<file path="src/rtl/spmv_csr_fetch.sv">
// CSR non-zero fetch sequencer: walks k = 0..nnz-1, reads value/col_idx, then vector[col],
// and presents (vector, value, 1-based ordinal) to the accumulator with fixed 3-cycle latency.
module spmv_csr_fetch #(
    parameter int NNZ_W        = 8,
    parameter int VEC_AW       = 4,
    parameter int ISSUE_GAP    = 0,
    parameter int DRAIN_CYCLES = 4
) (
    input  logic              i_clk,
    input  logic              i_rst,
    input  logic              i_start,
    input  logic [NNZ_W-1:0]  i_nnz,
    output logic              o_rd_en,
    output logic [NNZ_W-1:0]  o_nz_addr,
    input  logic [15:0]       i_val_data,
    input  logic [NNZ_W-1:0]  i_col_data,
    output logic              o_vec_rd_en,
    output logic [VEC_AW-1:0] o_vec_addr,
    input  logic [15:0]       i_vec_data,
    output logic [15:0]       o_data_A,
    output logic [15:0]       o_data_B,
    output logic [NNZ_W-1:0]  o_count,
    output logic              o_valid,
    output logic              o_busy,
    output logic              o_done
);

    typedef enum logic [2:0] {
        IDLE,
        ISSUE,
        GAP,
        DRAIN,
        DONE
    } state_t;

    localparam logic [15:0] GAP_LAST   = 16'((ISSUE_GAP > 0) ? ISSUE_GAP - 1 : 0);
    localparam logic [15:0] DRAIN_LAST = 16'(DRAIN_CYCLES);

    state_t             state;
    logic [NNZ_W-1:0]   nnz;
    logic [NNZ_W-1:0]   idx;
    logic [15:0]        gap_cnt;
    logic [15:0]        drain_cnt;

    logic               s1_valid;
    logic [NNZ_W-1:0]   s1_idx;
    logic               s2_valid;
    logic [NNZ_W-1:0]   s2_idx;
    logic [15:0]        s2_val;

    logic               pipe_empty;
    logic               unused_col_hi;

    // o_valid is excluded: the last pair is already out when the drain count starts.
    assign pipe_empty = !s1_valid && !s2_valid;

    // Issue FSM. o_rd_en / o_nz_addr are registered alongside the state so they
    // change on the same edge the state enters or leaves ISSUE.
    // NOTE: sequential state uses non-blocking (<=) so every register samples pre-edge values.
    always_ff @(posedge i_clk) begin
        if (i_rst) begin
            state     <= IDLE;
            nnz       <= '0;
            idx       <= '0;
            gap_cnt   <= '0;
            drain_cnt <= '0;
            o_rd_en   <= 1'b0;
            o_nz_addr <= '0;
            o_busy    <= 1'b0;
            o_done    <= 1'b0;
        end else begin
            case (state)
                IDLE: begin
                    if (i_start) begin
                        nnz       <= i_nnz;
                        idx       <= '0;
                        o_busy    <= 1'b1;
                        drain_cnt <= '0;
                        if (i_nnz == '0) begin
                            state <= DRAIN;
                        end else begin
                            state     <= ISSUE;
                            o_rd_en   <= 1'b1;
                            o_nz_addr <= '0;
                        end
                    end
                end
                ISSUE: begin
                    idx <= idx + 1'b1;
                    if (idx == nnz - 1'b1) begin
                        state     <= DRAIN;
                        drain_cnt <= '0;
                        o_rd_en   <= 1'b0;
                        o_nz_addr <= '0;
                    end else if (ISSUE_GAP > 0) begin
                        state     <= GAP;
                        gap_cnt   <= '0;
                        o_rd_en   <= 1'b0;
                        o_nz_addr <= '0;
                    end else begin
                        o_nz_addr <= idx + 1'b1;
                    end
                end
                GAP: begin
                    if (gap_cnt == GAP_LAST) begin
                        state     <= ISSUE;
                        o_rd_en   <= 1'b1;
                        o_nz_addr <= idx;
                    end else begin
                        gap_cnt <= gap_cnt + 1'b1;
                    end
                end
                DRAIN: begin
                    if (pipe_empty) begin
                        if (drain_cnt == DRAIN_LAST) begin
                            state  <= DONE;
                            o_done <= 1'b1;
                        end else begin
                            drain_cnt <= drain_cnt + 1'b1;
                        end
                    end
                end
                DONE: begin
                    state  <= IDLE;
                    o_done <= 1'b0;
                    o_busy <= 1'b0;
                end
                default: state <= IDLE;
            endcase
        end
    end

    // Vector read is launched straight from the col_idx memory output.
    assign o_vec_rd_en   = s1_valid;
    assign o_vec_addr    = s1_valid ? i_col_data[VEC_AW-1:0] : '0;
    assign unused_col_hi = ^i_col_data[NNZ_W-1:VEC_AW];

    // Operand pipeline. Payloads are zeroed whenever their valid is low so an
    // accidental accumulate downstream adds +0.
    always_ff @(posedge i_clk) begin
        if (i_rst) begin
            s1_valid <= 1'b0;
            s1_idx   <= '0;
            s2_valid <= 1'b0;
            s2_idx   <= '0;
            s2_val   <= '0;
            o_valid  <= 1'b0;
            o_data_A <= '0;
            o_data_B <= '0;
            o_count  <= '0;
        end else begin
            s1_valid <= o_rd_en;
            s1_idx   <= o_nz_addr;
            s2_valid <= s1_valid;
            s2_idx   <= s1_valid ? s1_idx : '0;
            s2_val   <= s1_valid ? i_val_data : '0;
            o_valid  <= s2_valid;
            o_data_A <= s2_valid ? i_vec_data : '0;
            o_data_B <= s2_valid ? s2_val : '0;
            o_count  <= s2_valid ? s2_idx + 1'b1 : '0;
        end
    end

endmodule

</file>
<file path="config.mk">
export PLATFORM = sky130hd
export DESIGN_NAME = spmv_csr_fetch
export DESIGN_NICKNAME = d
export VERILOG_FILES = /design/src/rtl/spmv_csr_fetch.sv
export SDC_FILE = /design/constraint.sdc
export NUM_CORES = 1
export LEC_CHECK = 0
export CORE_ASPECT_RATIO = 2
export CORE_MARGIN = 3
export CORE_UTILIZATION = 51
export CTS_CLUSTER_DIAMETER = 100
export DETAILED_ROUTE_END_ITERATION = 8
export MAX_ROUTING_LAYER = met4
export PLACE_DENSITY = 0.77
export SYNTH_ARGS = -nofsm -noshare
export SYNTH_HDL_FRONTEND = slang
export SYNTH_SLANG_ARGS = --single-unit
</file>
<file path="constraint.sdc">
create_clock -name i_clk -period 3.32 [get_ports i_clk]
set_input_delay 0.664 -clock i_clk [delete_from_list [all_inputs] [get_ports i_clk]]
set_output_delay 0.664 -clock i_clk [all_outputs]
set_load 0.01 [all_outputs]
</file>
==> impl_metrics.csv, run 1 <==
group,metric,value,unit
clocking,post_cts_resized,0,
logic_synthesis,syn_area_cell,9.09,um^2
placement,place.gp.congestion,0.887,
clocking,clock_path_buffers,2,
worst_setup_path,nature_of_the_critical_path_endpoint,"register",
floorplanning,fp-row-count,53,
worst_setup_path,timing.setup.critical_path_class,"register to register",
drt,dr_total_vias,4582,
floorplanning,boundaryPins,108,
worst_setup_path,worst_ep_required_time,3670,ps
placement,place.detailed.hpwl,9.33,mm
drt,detail-route-antenna-nets,0,
logic_synthesis,yosysWarningCount,0,
timing,finalSetupViolCount,0,
worst_hold_path,worst_hold_path.num_cells,1,
drt,detail_route.wl_per_cell,15.2,um
drt,first_pass_iters,5,
run_status,run_status,"completed",
drt,detail_route.wirelength,12.9,mm
clocking,root_buffer,"sky130_fd_sc_hd__clkbuf_16",
clocking,cts.htree.levels,4,
clocking,number_of_buffers_added_by_the_clock_tree_synthesis_step,17,
floorplanning,floorplan.die_area,0.0121,mm^2
logic_synthesis,synth_edf_count,0,
worst_setup_path,worst-r2r-setup-slack,450,ps
worst_setup_path,timing.critical_path.max_delay_family,"compound AO/OA/AOI/OAI gates",
clocking,clk_transition_reported_paths,60,ps
timing,clock.fmax,348,MHz
placement,io_buffers,103,
timing,worst_pin_slew,993,ps
cells_and_area,final_layout_size_suffix_gt1_frac,0.0757,
timing,timing.slew.headroom,0.338,
drt,drt_drc_violations_left,0,
worst_setup_path,worst-r2r-cell-count,8,
floorplanning,core_area,0.0105,mm^2
worst_hold_path,hp-class,"register to register",
drt,vias_per_cell,5.39,
clocking,hold_buffers,0,
worst_setup_path,critical_path.reg2reg.endpoint,"drain_cnt[14]",
worst_setup_path,critical_path_cell_by_cell,"inv_1 > ha_1 > xor2_1 > o31ai_1 > o211ai_1 > o21a_1 > or4_4 > a21oi_2",
timing,min_period,2870,ps
logic_synthesis,synth_async_sr_flop_share,0,
clocking,tritoncts,"yes",
worst_setup_path,reg2reg_from,"nnz[0]",
power,vdd.ir_drop.worst,0.380,mV
timing,rsz0062_at_grt,"no",
cells_and_area,design.final.nets,759,
logic_synthesis,synthesis.instances,604,
timing,final-hold-violation-count,0,
timing,timing.setup.tns,0,ps
logic_synthesis,synth.distinct_cells,53,
logic_synthesis,syn_area,0.00549,mm^2
grt,grt_antenna_before_repair,0,
logic_synthesis,synth_flop_cell,"sky130_fd_sc_hd__dfxtp_1",
grt,global_route_usage_over_all_layers,0.231,
timing,clock_skews,6.06,ps
floorplanning,die-height,153,um
job,max_cap_viol_count,0,
worst_setup_path,crit_path_start_kind,"register",
cells_and_area,finish.utilization,0.687,
worst_setup_path,worst_setup_path_startpoint,"nnz[0]",
worst_setup_path,critical-path-max-stage-delay,660,ps
worst_setup_path,timing.critical_path.buf_inv,1,
worst_hold_path,whs_endpoint,"s2_idx[6]",
clocking,tritoncts_num_sinks,137,
timing,drv_slew,0,
drt,drt_iter0_markers,180,
grt,grt_max_degree,35,
worst_setup_path,cp_data_arrival_time,3220,ps
cells_and_area,antenna_cells_inserted,0,
floorplanning,initial_core_util,0.524,
worst_setup_path,worst_path_max_delay_cell,"sky130_fd_sc_hd__or4_4",
clocking,clock_latency_late_sink,410,ps
worst_hold_path,worstHoldStart,"s1_idx[6]",
grt,vias_in_the_first_global_route,4440,
floorplanning,die_x,79.4,um
logic_synthesis,ys_seq_elements,137,
power,p_per_area,540,mW/mm^2
logic_synthesis,share_of_the_yosys_chip_area_belonging_to_registers,0.500,
timing,min_period_over_period,0.865,
clocking,cts_setup_buffers,0,
logic_synthesis,syn_nets,662,
grt,grt-ovfl-total,0,
power,leakage,2.70,nW
cells_and_area,syn_to_final_growth,31.1,%
worst_setup_path,critPathMaxFanout,30,
grt,first_pass_grt_wire_length,21.2,mm
[cell usage in the layout, fill, tap and decap left out, types with 12 or more instances in the layout]
master	n
sky130_fd_sc_hd__nor2_1	53
sky130_fd_sc_hd__dfxtp_1	137
sky130_fd_sc_hd__or3_1	17
sky130_fd_sc_hd__inv_1	13
sky130_fd_sc_hd__xor2_1	16
sky130_fd_sc_hd__clkdlybuf4s50_1	102
sky130_fd_sc_hd__nand2_1	45
sky130_fd_sc_hd__a21oi_1	35
sky130_fd_sc_hd__and3_1	12
sky130_fd_sc_hd__nor3_1	16
sky130_fd_sc_hd__nor2b_1	15
sky130_fd_sc_hd__o21ai_0	23
sky130_fd_sc_hd__and2_1	65
sky130_fd_sc_hd__clkbuf_16	17
sky130_fd_sc_hd__xnor2_1	14
sky130_fd_sc_hd__nand3_1	12
[where the power goes]
group	switching [W]	internal, W	total [W]	leakage [nW]
Combinational	0.000152	0.000156	0.000308	1.30
Clock	0.000707	0.00115	0.00186	0.283
Sequential	0.0000349	0.00168	0.00172	1.11
[cell usage after synthesis, drive strengths merged (8+ instances only)]
library cell	n	area, um^2
xnor2	14	123
a21oi	37	193
and3	12	75.1
nor3	16	80.1
dfxtp	137	2740
buf	11	68.8
nor2	53	199
nor2b	15	93.8
nand4	9	56.3
inv	13	48.8
o21ai	26	130
clkbuf	24	90.1
nand2	46	180
and2	65	407
nand3	12	60.1
xor2	16	140
or3	17	106
nor4	8	65.1
[worst max-delay path by stage]
| stage | slack (ps) | cells after the start | end |
|---|---|---|---|
| final | 450 | 8 | drain_cnt[14] |
| after global routing | 170 | 7 | o_nz_addr[3] |
| after CTS | 480 | 8 | drain_cnt[14] |
| after detailed placement | 290 | 8 | drain_cnt[11] |
| after global placement | 330 | 8 | drain_cnt[11] |
| after floorplan | 960 | 10 | drain_cnt[10] |
[area by class of cell]
cell class,instances,area [um^2]
clock buffers,19,453
fillers,851,3280
well taps,137,171
repair buffers,113,1100
multi-input cells,419,2540
flip-flops and latches,137,2740
inverters,13,48.8
clock inverters,12,140
[layer usage]
layer / routed length (um) / vias to the layer above / part of all wire / GRT usage
li1: - / 2257 / - / -
met1: 4620 / 2132 / 0.36 / 0.217
met2: 7150 / 161 / 0.55 / 0.424
met3: 705 / 32 / 0.055 / 0.0550
met4: 432 / 0 / 0.033 / 0.112
met5: 0 / - / 0 / -
[cells by family after synthesis]
family / count (synthesis) / share of synthesized area
and+or+nand+nor: 283 / 0.286
adders and majority gates: 7 / 0.0160
DFF: 137 / 0.500
xor gates and xnor gates: 30 / 0.0479
buffers and inverters: 48 / 0.0378
AOI/OAI and AO/OA: 96 / 0.107
muxes: 3 / 0.00547
[sequential cells by signal, indices dropped and copies added, names as in the netlist, 3 cells and up]
name and cells:
s2_val 16, o_count 8, s1_idx 8, idx 8, state 3, o_data_A 16
drain_cnt 16, gap_cnt 16, nnz 8, o_nz_addr 8, s2_idx 8, o_data_B 16
[through the flow]
stage	power, W	instance area [um^2]	instances	hold WS (ps)	setup slack (ps)
floorplan	0.00192	5490	604	406	963
finish	0.00388	7190	850	422	447
detailed placement	0.00206	6600	819	412	291
global route	0.00402	7190	850	437	173
CTS	0.00391	7190	850	422	475
global placement	0.00205	6600	819	407	329
(Power assumes the default switching activity.)
==> run 2: changes to the inputs <==
--- a/config.mk
+++ b/config.mk
@@ -5,13 +5,15 @@
 export SDC_FILE = /design/constraint.sdc
 export NUM_CORES = 1
 export LEC_CHECK = 0
+export CELL_PAD_IN_SITES_DETAIL_PLACEMENT = 0
+export CELL_PAD_IN_SITES_GLOBAL_PLACEMENT = 1
 export CORE_ASPECT_RATIO = 2
 export CORE_MARGIN = 3
-export CORE_UTILIZATION = 51
+export CORE_UTILIZATION = 39
 export CTS_CLUSTER_DIAMETER = 100
 export DETAILED_ROUTE_END_ITERATION = 8
 export MAX_ROUTING_LAYER = met4
-export PLACE_DENSITY = 0.77
+export PLACE_DENSITY = 0.78
 export SYNTH_ARGS = -nofsm -noshare
 export SYNTH_HDL_FRONTEND = slang
 export SYNTH_SLANG_ARGS = --single-unit
==> impl_metrics.csv, run 2 (synthesis gave the netlist of run 1 again) <==
group,metric,value,unit
worst_setup_path,worst_ep_required_time,3670,ps
floorplanning,core_area,0.0136,mm^2
drt,first_pass_iters,4,
grt,vias_in_the_first_global_route,4397,
drt,detail_route.wirelength,12.9,mm
clocking,clock_latency_late_sink,410,ps
grt,grt_max_degree,67,
worst_hold_path,hp-class,"register to register",
floorplanning,fp-row-count,60,
power,leakage,2.71,nW
timing,min_period_over_period,0.857,
worst_setup_path,critical_path.reg2reg.endpoint,"drain_cnt[10]",
cells_and_area,final_cell_mix,"sky130_fd_sc_hd__dfxtp_1, sky130_fd_sc_hd__clkdlybuf4s50_1, sky130_fd_sc_hd__and2_1",
timing,worst_pin_slew,1010,ps
power,vdd.ir_drop.worst,0.411,mV
worst_setup_path,reg2reg_from,"nnz[0]",
clocking,root_buffer,"sky130_fd_sc_hd__clkbuf_16",
clocking,clk_transition_reported_paths,60,ps
grt,grt_antenna_before_repair,0,
drt,vias_per_cell,5.04,
worst_setup_path,worst-r2r-setup-slack,470,ps
worst_setup_path,crit_path_start_kind,"register",
worst_setup_path,timing.setup.critical_path_class,"register to register",
worst_setup_path,cp_data_arrival_time,3190,ps
cells_and_area,final_layout_size_suffix_gt1_frac,0.0771,
timing,setup_slack,474,ps
drt,dr_total_vias,4532,
worst_hold_path,worst_hold_path.num_cells,1,
timing,timing.slew.headroom,0.329,
clocking,hold_buffers,0,
run_status,run_status,"completed",
placement,post_dp_area,0.00666,mm^2
drt,drt_drc_violations_left,0,
timing,final-hold-violation-count,0,
drt,drt_iter0_markers,148,
worst_hold_path,whs_endpoint,"s2_idx[3]",
clocking,tritoncts_num_sinks,137,
drt,detail-route-antenna-nets,0,
worst_setup_path,critPathMaxFanout,30,
clocking,cts_setup_buffers,0,
drt,detail_route.wl_per_cell,14.4,um
clocking,tritoncts,"yes",
timing,clock.fmax,351,MHz
timing,min_period,2850,ps
clocking,post_cts_resized,0,
grt,first_pass_grt_wire_length,21.3,mm
placement,place.gp.congestion,0.862,
floorplanning,floorplan.die_area,0.0156,mm^2
floorplanning,initial_core_util,0.404,
timing,drv_slew,0,
placement,placement.setup.worst_slack,373,ps
placement,place.detailed.hpwl,9.45,mm
timing,finalHoldWorstSlack,423,ps
clocking,number_of_buffers_added_by_the_clock_tree_synthesis_step,17,
job,max_cap_viol_count,0,
grt,grt-ovfl-total,0,
worst_setup_path,worst-r2r-cell-count,8,
power,p_per_area,547,mW/mm^2
floorplanning,boundaryPins,108,
grt,global_route_usage_over_all_layers,0.173,
cells_and_area,antenna_cells_inserted,0,
worst_setup_path,nature_of_the_critical_path_endpoint,"register",
cells_and_area,leading_cell_type_in_the_layout_fill_and_taps_excluded,"sky130_fd_sc_hd__dfxtp_1",
timing,finalSetupViolCount,0,
worst_setup_path,critical_path_cell_by_cell,"inv_1 > ha_1 > xor2_1 > o31ai_1 > o211ai_1 > o21a_1 > or4_4 > a21oi_2",
floorplanning,die_x,89.9,um
worst_hold_path,worstHoldStart,"s1_idx[3]",
timing,timing.setup.tns,0,ps
cells_and_area,layout.cell_area.non_filler,0.00729,mm^2
cells_and_area,design.final.nets,758,
placement,io_buffers,103,
worst_setup_path,critical-path-max-stage-delay,670,ps
clocking,cts.htree.levels,4,
timing,clock_skews,10.4,ps
cells_and_area,finish.utilization,0.536,
worst_setup_path,worst_path_max_delay_cell,"sky130_fd_sc_hd__or4_4",
timing,rsz0062_at_grt,"no",
clocking,clock_path_buffers,2,
floorplanning,die-height,174,um
cells_and_area,nFillCells,1261,
cells_and_area,syn_to_final_growth,32.8,%
## run 2: cell types whose count changed in the layout (fill, tap and decap cells not counted)
cell                        before  now
sky130_fd_sc_hd__buf_4          10    9
sky130_fd_sc_hd__inv_8           0    1
sky130_fd_sc_hd__nor4b_1         6    5
sky130_fd_sc_hd__nor4b_2         0    1
sky130_fd_sc_hd__clkinv_4        2    3
sky130_fd_sc_hd__clkinv_2        1    0
sky130_fd_sc_hd__bufinv_16       2    3
sky130_fd_sc_hd__clkbuf_8        2    1
## run 2: routing by layer
layer  vias up  part of all wire  global-route usage
li1       2253                 -                   -
met1      2095              0.37               0.161
met2       149              0.55               0.327
met3        35             0.054              0.0395
met4         0             0.032              0.0799
met5         -                 0                   -
## run 2: critical path: cells and delay by family, from the launching register on
kind	cells	cell delay, ps
XOR/XNOR	1	190
AND/OR/NAND/NOR	1	670
AO/OA/AOI/OAI	4	1080
adder cells (fa/ha/maj)	1	310
buffers and inverters	1	80
flip-flops	1	440
## run 2: cell type report
class / count / area [um^2] / area share
multi-input combinational: 419 / 2540 / 0.349
inverter: 13 / 48.8 / 0.00670
clock inverter: 14 / 185 / 0.0254
tap: 186 / 233 / 0.0319
timing repair buffer: 112 / 1090 / 0.150
clock buffer: 18 / 439 / 0.0603
sequential: 137 / 2740 / 0.376
## run 2: stage by stage
step | power [W] | std cells
after floorplan | 0.00192 | 604
after global placement | 0.00205 | 867
after detailed placement | 0.00206 | 867
after CTS | 0.00403 | 899
after global routing | 0.00413 | 899
final | 0.00398 | 899
## run 2: power by group
group / leakage (nW) / internal, W / total [W] / switching [W]
Clock: 0.296 / 0.00122 / 0.00196 / 0.000740
Sequential: 1.11 / 0.00168 / 0.00172 / 0.0000340
Combinational: 1.30 / 0.000155 / 0.000309 / 0.000154
Total: 2.71 / 0.00306 / 0.00398 / 0.000928
## run 2: how the worst max path moves through the flow
stage	from	cells past startpoint	slack, ps	to
after global placement	i_start	8	370	drain_cnt[11]
final	nnz[0]	8	470	drain_cnt[10]
after detailed placement	i_start	8	370	drain_cnt[11]
after CTS	nnz[0]	8	470	drain_cnt[10]
after floorplan	nnz[0]	10	960	drain_cnt[10]
after global routing	nnz[2]	7	150	drain_cnt[8]
==> run 3: changes to the inputs <==
--- a/config.mk
+++ b/config.mk
@@ -8,9 +8,9 @@
 export CELL_PAD_IN_SITES_DETAIL_PLACEMENT = 0
 export CELL_PAD_IN_SITES_GLOBAL_PLACEMENT = 1
 export CORE_ASPECT_RATIO = 2
-export CORE_MARGIN = 3
+export CORE_MARGIN = 1.5
 export CORE_UTILIZATION = 39
-export CTS_CLUSTER_DIAMETER = 100
+export CTS_CLUSTER_DIAMETER = 60
 export DETAILED_ROUTE_END_ITERATION = 8
 export MAX_ROUTING_LAYER = met4
 export PLACE_DENSITY = 0.78
==> impl_metrics.csv, run 3 (synthesis gave the netlist of run 1 again) <==
group,metric,value,unit
run_status,run_status,"completed",
worst_setup_path,worst_path_max_delay_cell,"sky130_fd_sc_hd__o21a_1",
grt,grt_antenna_before_repair,0,
clocking,number_of_buffers_added_by_the_clock_tree_synthesis_step,17,
cells_and_area,final_layout_size_suffix_gt1_frac,0.0797,
grt,global_route_usage_over_all_layers,0.189,
placement,place.detailed.hpwl,9.73,mm
drt,detail_route.wl_per_cell,14.5,um
drt,detail-route-antenna-nets,0,
worst_setup_path,cp_data_arrival_time,3290,ps
power,report.power.total,0.00382,W
clocking,clock_path_buffers,2,
floorplanning,floorplan.die_area,0.0148,mm^2
worst_setup_path,critical_path_cell_by_cell,"nor4_1 > a211oi_1 > a31o_2 > nor3_1 > o21a_1 > a221oi_1 > nor3_1",
clocking,clock_latency_late_sink,410,ps
grt,grt-ovfl-total,0,
drt,drt_iter0_markers,164,
grt,globalRouteMet3Util,0.0410,
worst_hold_path,hp-class,"register to register",
drt,vias_per_cell,5.04,
timing,min_period,2970,ps
drt,detail_route.wirelength,13.1,mm
worst_setup_path,worst_ep_required_time,3640,ps
power,vdd.ir_drop.worst,0.384,mV
cells_and_area,final_cell_mix,"sky130_fd_sc_hd__dfxtp_1, sky130_fd_sc_hd__clkdlybuf4s50_1, sky130_fd_sc_hd__and2_1",
timing,finalSetupViolCount,0,
worst_setup_path,timing.setup.critical_path_class,"register to register",
timing,worst_pin_slew,952,ps
clocking,hold_buffers,0,
timing,clock_skews,10.7,ps
clocking,post_cts_resized,0,
worst_setup_path,critical-path-max-stage-delay,820,ps
floorplanning,fp-row-count,61,
cells_and_area,leading_cell_type_in_the_layout_fill_and_taps_excluded,"sky130_fd_sc_hd__dfxtp_1",
timing,clock.fmax,337,MHz
drt,first_pass_iters,4,
worst_setup_path,critical_path.most_common_cell,"sky130_fd_sc_hd__nor3_1",
timing,rsz0062_at_grt,"no",
power,p_per_area,528,mW/mm^2
clocking,cts.htree.levels,4,
grt,gr-usage-met1,0.163,
clocking,root_buffer,"sky130_fd_sc_hd__clkbuf_16",
timing,timing.slew.headroom,0.366,
timing,setup_slack,353,ps
timing,timing.setup.tns,0,ps
grt,vias_in_the_first_global_route,4431,
clocking,clk_transition_reported_paths,60,ps
drt,drt_drc_violations_left,0,
clocking,cts_setup_buffers,0,
cells_and_area,syn_to_final_growth,32.1,%
grt,first_pass_grt_wire_length,21.0,mm
placement,placement.setup.worst_slack,382,ps
clocking,tritoncts_num_sinks,137,
floorplanning,initial_core_util,0.397,
worst_setup_path,critPathMaxFanout,30,
grt,grt_use_met2,0.370,
worst_setup_path,nature_of_the_critical_path_endpoint,"register",
cells_and_area,design.final.nets,760,
floorplanning,boundaryPins,108,
drt,dr_total_vias,4555,
grt,grt_max_degree,35,
floorplanning,die_x,86.9,um
grt,grt_busiest_layer,"met2",
placement,io_buffers,103,
timing,drv_slew,0,
cells_and_area,antenna_cells_inserted,0,
clocking,tritoncts,"yes",
worst_setup_path,crit_path_start_kind,"register",
placement,place.gp.congestion,0.844,
floorplanning,core_area,0.0138,mm^2
timing,final-hold-violation-count,0,
job,max_cap_viol_count,0,
power,leakage,2.69,nW
floorplanning,die-height,171,um
timing,min_period_over_period,0.894,
run 3: per-stage QoR:
| stage | hold slack (ps) | area, um^2 | instances | utilization |
|---|---|---|---|---|
| final | 423 | 7250 | 904 | 0.525 |
| after global routing | 437 | 7250 | 904 | 0.525 |
| after CTS | 425 | 7250 | 904 | 0.525 |
| after detailed placement | 411 | 6680 | 872 | 0.484 |
| after global placement | 409 | 6680 | 872 | 0.484 |
| after floorplan | 406 | 5490 | 604 | - |
run 3: critical path, delay by kind of cell, from the launching register on:
kind | cells | cell delay, ps
AOI/OAI and AO/OA | 4 | 1450
and+or+nand+nor | 3 | 1030
DFF | 1 | 400
run 3: area by class of cell:
cell class	instances	area [um^2]
Clock buffer	18	439
Clock inverter	14	128
Fill cell	1248	6570
Inverter	13	48.8
Multi-Input combinational cell	419	2540
Sequential cell	137	2740
Tap cell	189	236
Timing Repair Buffer	114	1110
run 3: metal layers:
metal	wire length (um)	share of wire	up-vias
met3	595	0.045	19
li1	-	-	2269
met5	0	0	-
met1	4660	0.36	2133
met4	262	0.020	0
met2	7600	0.58	134
run 3: power breakdown:
| part | internal [W] | switching (W) | total, W | leakage, nW |
|---|---|---|---|---|
| clock network | 0.00101 | 0.000789 | 0.00180 | 0.268 |
| logic | 0.000157 | 0.000156 | 0.000312 | 1.31 |
| registers | 0.00168 | 0.0000354 | 0.00172 | 1.11 |
run 3: final timing paths:
check	start	endpoint	slack, ps	cells after the start
max	nnz[2]	o_nz_addr[6]	350	7
min	s2_val[13]	o_data_B[13]	420	1
max reg2reg	nnz[2]	o_nz_addr[6]	350	7
min reg2reg	s2_val[13]	o_data_B[13]	420	1
